--- src/rtl/count_arb_pkg.sv ---
// rtl/count_arb_pkg.sv - shared state encoding and default sizes for count_arbiter
package count_arb_pkg;

  localparam int NREQ_DEF  = 4;
  localparam int WIDTH_DEF = 8;

  localparam logic [1:0] S_IDLE = 2'd0;
  localparam logic [1:0] S_RUN  = 2'd1;
  localparam logic [1:0] S_DONE = 2'd2;

  typedef enum logic [1:0] {
    IDLE = S_IDLE,
    RUN  = S_RUN,
    DONE = S_DONE
  } state_t;

endpackage

--- src/rtl/rr_pick.sv ---
// rtl/rr_pick.sv - combinational round-robin selector
// Returns the first set request searching upward from last+1, wrapping modulo NREQ.
module rr_pick #(
  parameter int NREQ = 4,
  parameter int IDXW = $clog2(NREQ)
) (
  input  logic [NREQ-1:0] req,
  input  logic [IDXW-1:0] last,
  output logic [IDXW-1:0] winner,
  output logic            valid
);

  always_comb begin
    int idx;
    winner = '0;
    valid  = 1'b0;
    idx    = 0;
    // Walk from the farthest candidate back to the nearest so the nearest set bit wins.
    for (int k = NREQ; k >= 1; k--) begin
      idx = (int'(last) + k) % NREQ;
      if (req[IDXW'(idx)]) begin
        winner = IDXW'(idx);
        valid  = 1'b1;
      end
    end
  end

endmodule

--- src/rtl/count_arbiter.sv ---
// rtl/count_arbiter.sv - round-robin sharing of one up-counter between NREQ requesters
module count_arbiter
  import count_arb_pkg::*;
#(
  parameter int NREQ  = NREQ_DEF,
  parameter int WIDTH = WIDTH_DEF,
  parameter int IDXW  = $clog2(NREQ)
) (
  input  logic                  clk,
  input  logic                  reset,
  input  logic                  T,
  input  logic [NREQ-1:0]       req,
  input  logic [NREQ*WIDTH-1:0] len,
  output logic [NREQ-1:0]       grant,
  output logic [IDXW-1:0]       owner,
  output logic                  busy,
  output logic [WIDTH-1:0]      count,
  output logic [NREQ-1:0]       done
);

  state_t           state;
  logic [IDXW-1:0]  last;
  logic [WIDTH-1:0] target;
  logic [IDXW-1:0]  winner;
  logic             win_valid;
  logic [WIDTH-1:0] len_arr [NREQ];

  always_comb begin
    for (int i = 0; i < NREQ; i++) begin
      len_arr[i] = len[i*WIDTH +: WIDTH];
    end
  end

  rr_pick #(.NREQ(NREQ), .IDXW(IDXW)) u_pick (
    .req    (req),
    .last   (last),
    .winner (winner),
    .valid  (win_valid)
  );

  always_ff @(posedge clk) begin
    if (reset) begin
      state  <= IDLE;
      owner  <= '0;
      last   <= IDXW'(NREQ - 1);
      count  <= '0;
      target <= '0;
    end else begin
      case (state)
        IDLE: begin
          if (win_valid) begin
            state  <= RUN;
            owner  <= winner;
            last   <= winner;
            count  <= '0;
            target <= len_arr[winner];
          end
        end
        RUN: begin
          // Abort outranks completion, even on the final trigger.
          if (!req[owner]) begin
            state <= IDLE;
          end else if (target == '0) begin
            state <= DONE;
          end else if (T) begin
            count <= count + WIDTH'(1);
            if (count == target - WIDTH'(1)) begin
              state <= DONE;
            end
          end
        end
        DONE:    state <= IDLE;
        default: state <= IDLE;
      endcase
    end
  end

  always_comb begin
    grant = '0;
    done  = '0;
    if (state == RUN)  grant[owner] = 1'b1;
    if (state == DONE) done[owner]  = 1'b1;
  end

  assign busy = (state != IDLE);

endmodule

--- config.mk ---
export PLATFORM = sky130hd
export DESIGN_NAME = count_arbiter
export DESIGN_NICKNAME = d
export VERILOG_FILES = /design/src/rtl/count_arb_pkg.sv /design/src/rtl/rr_pick.sv /design/src/rtl/count_arbiter.sv
export SDC_FILE = /design/constraint.sdc
export NUM_CORES = 1
export LEC_CHECK = 0
export BUFFER_PORTS_ARGS = -buffer_cell sky130_fd_sc_hd__clkbuf_2
export CAP_MARGIN = 20
export CORE_UTILIZATION = 53
export DETAILED_ROUTE_END_ITERATION = 16
export MAX_ROUTING_LAYER = met4
export PLACE_DENSITY_LB_ADDON = 0.08
export SLEW_MARGIN = 20
export SYNTH_ARGS = -nofsm -noshare
export SYNTH_HDL_FRONTEND = slang
export SYNTH_HIERARCHICAL = 1
export SYNTH_SLANG_ARGS = --single-unit
--- constraint.sdc ---
create_clock -name clk -period 3.5 [get_ports clk]
set_input_delay 0.35 -clock clk [delete_from_list [all_inputs] [get_ports clk]]
set_output_delay 0.35 -clock clk [all_outputs]
set_load 0.1 [all_outputs]
==> PnR_summary.wiki <==
{| class="wikitable"
! Metric !! Value
|-
| Post-Route Hold Slack || 0.404 ns
|-
| Arrival time of data at the critical path endpoint || 2.52 ns
|-
| Worst clock skew || 0.00966 ns
|-
| TritonCTS clock tree || done
|-
| Crit-path max cell delay || 0.57 ns
|-
| Nature of the critical path startpoint || flop
|-
| Max-cap violations || 0
|-
| Total nets after synthesis || 228
|-
| Number of synthesized flops with an enable pin || 0
|-
| First-pass iteration count of the detailed router || 6
|-
| Cell Pwr Density || 587 nW/um^2
|-
| Post-detailed-routing wire length || 3.52 mm
|-
| Slew @ Worst Pin || 0.764 ns
|-
| Number of sinks on the clock net || 22
|-
| Worst-path cell chain || or4_4, or4b_4, a31oi_4, o31ai_1, a21oi_1
|-
| Worst slew margin relative to its limit || 49.1%
|-
| DRC violations left || 0
|-
| Net total in the final layout || 281
|-
| Clk root buf || clkbuf_4
|-
| Summed negative setup slack over all endpoints || 0 ns
|-
| Number of ports placed on the die boundary || 58
|-
| Instance area at placement || 1810 sq um
|-
| Area growth syn-to-layout || 21.7%
|-
| Most common cell in the synthesized netlist || nand2_1
|-
| Largest driver fanout on the critical path || 14
|-
| Via count || 1,548
|-
| GPL Wtd Cong || 0.967
|-
| Global-route wire length before repair || 5.97 mm
|-
| Mapped Area || 1530 sq um
|-
| Share of synthesized area occupied by flip-flops and latches || 28.8%
|-
| Clock transition time at the flip-flop clock pins of the worst setup and hold paths || 0.13 ns
|-
| Largest net degree at the start of global routing || 16
|-
| Chip height || 55.7 um
|-
| Final routed wire length divided by cell count || 13.1 um
|-
| Critical path start-end classification || reg -> reg
|-
| Effective utilization at floorplan || 56.0%
|-
| Kind of cell adding the most delay to the critical path || simple AND/OR/NAND/NOR gates
|-
| Via density per instance || 5.75
|-
| Die area || 3110 sq um
|-
| Period minus WS final || 2.26 ns
|-
| Final hold violations || 0
|-
| Cell taking the most area after synthesis || dfxtp_1
|-
| Outcome || finished, final reports clean
|-
| Clock H-tree levels || 1
|-
| Overall overflow remaining after global route || 0
|-
| Slew Limit Fails || 0
|-
| IR drop worst, VDD || 380 uV
|-
| Number of global-route vias before repair || 1,415
|-
| Die outline width || 55.7 um
|-
| Cts-stage hold buffer count || 0
|-
| Number of cell rows || 19
|-
| Fraction of final layout cells with drive strength greater than 1 || 31.5%
|-
| Cells resized by post-CTS repair || 0
|-
| Buffer levels on the longest clock path || 2
|-
| Main synth FF type || dfxtp_1
|-
| Setup repair after global routing missed its margin || no
|-
| Leakage || 0.826 nW
|-
| Ys async rst share || 0%
|-
| Setup repair bufs after CTS || 0
|-
| Clock buffers created by TritonCTS || 3
|-
| CORE AREA || 2730 sq um
|-
| Post-route cell area || 1860 sq um
|-
| HP Class || in -> reg
|-
| Setup violators final || 0
|-
| Syn avg cell area || 8.23 sq um
|-
| Share of the synthesized area in the top cell type || 28.8%
|-
| ANT nets after route || 0
|-
| Number of buffers and inverters on the critical path || 0
|-
| Count of buffers from port buffering || 57
|-
| Number of standard cells in the final layout excluding fillers || 269
|-
| Endpoint type of the worst setup path || flop
|-
| Iteration-0 DRC count of the detailed router || 62
|-
| Yosys warning total || 6
|-
| Estimated wirelength of the detail-placed design || 2.85 mm
|-
| FF+latch count, synth || 22
|-
| Post-Place Cells || 265
|-
| Required time reported for the critical path endpoint || 3.76 ns
|-
| Initial antenna violation count || 0
|-
| Unique cell type count in the Yosys netlist || 41
|-
| Period Utilization, post-route || 64.5%
|-
| Library cell contributing the largest single delay on the critical path || or4_4
|-
| Ranking of synthesized cells by area || dfxtp_1 29%, mux4_2 12%, nand2_1 7.8%, a21oi_1 7.2%, nor2_1 4.2%
|-
| Overall fraction of global-route tracks in use || 24.5%
|-
| Final core utilization || 68.1%
|-
| Maximum frequency from static timing analysis || 443 MHz
|-
| Post-Synthesis Cells || 186
|-
| Ranking of synthesized cells by instance count || 32 x nand2_1, 22 x a21oi_1, 22 x dfxtp_1
|-
| Diodes inserted || 0
|-
| Clk Latency, worst-skew pair || 0.32 ns
|}
power by group:
part / switching, W / total [W] / internal (W) / leakage, nW
logic: 0.000344 / 0.000550 / 0.000207 / 0.618
clock network: 0.0000823 / 0.000198 / 0.000116 / 0.0279
registers: 0.0000570 / 0.000346 / 0.000289 / 0.180
area by class of cell:
type | count | area (sq um)
Sequential cell | 22 | 440
Fill cell | 221 | 871
Timing Repair Buffer | 57 | 285
Inverter | 10 | 37.5
Tap cell | 31 | 38.8
Multi-Input combinational cell | 145 | 1010
Clock buffer | 3 | 22.5
Clock inverter | 1 | 30.0
logic make-up (layout without fill, tap and decap cells):
| family | Yosys count | count (layout) | share of synthesized area [%] |
|---|---|---|---|
| xor+xnor | 12 | 12 | 6.87 |
| buf+inv | 19 | 71 | 5.64 |
| compound gates | 38 | 38 | 15.9 |
| mux | 12 | 12 | 14.4 |
| flops | 22 | 22 | 28.8 |
| fa+ha+maj | 3 | 3 | 2.45 |
| simple gates | 80 | 80 | 25.9 |
per-stage QoR:
stage          power, W  setup slack (ns)
6_report        0.00109              1.24
3_3_place_gp   0.000878              1.33
5_1_grt         0.00116              1.12
4_1_cts         0.00110              1.28
2_1_floorplan  0.000816             0.459
3_5_place_dp   0.000901              1.27
placed cells by master, fill, tap and decap left out, types with 5 or more instances in the layout:
| master | instances |
|---|---|
| a21oi_1 | 22 |
| clkbuf_2 | 57 |
| dfxtp_1 | 22 |
| inv_1 | 10 |
| mux4_2 | 8 |
| nand2_1 | 32 |
| nor2_1 | 17 |
| xnor2_1 | 7 |
| xor2_1 | 5 |
registers in the layout (all words and copies together), names as in the netlist:
signal	count
last	2
owner	2
count	8
state	2
target	8
final timing paths:
kind	to	startpoint	depth (start not counted)	slack (ns)
worst min-delay path	owner[1]$_SDFFE_PP0P_	reset	2	0.40
worst max-delay path	count[7]$_SDFFE_PP0P_	target[2]$_SDFFE_PP0P_	5	1.24
worst min register to register	target[5]$_SDFFE_PP0P_	target[5]$_SDFFE_PP0P_	2	0.50
worst max register to register	count[7]$_SDFFE_PP0P_	target[2]$_SDFFE_PP0P_	5	1.24
metal layers:
layer | up-vias | wire [um] | GRT usage (%)
met2 | 63 | 1790 | 41.5
met5 | - | 0 | -
met3 | 4 | 194 | 4.88
met1 | 718 | 1510 | 29.4
met4 | 0 | 30 | 7.50
li1 | 763 | - | -
Note: power is estimated with default switching activity, not from simulation.
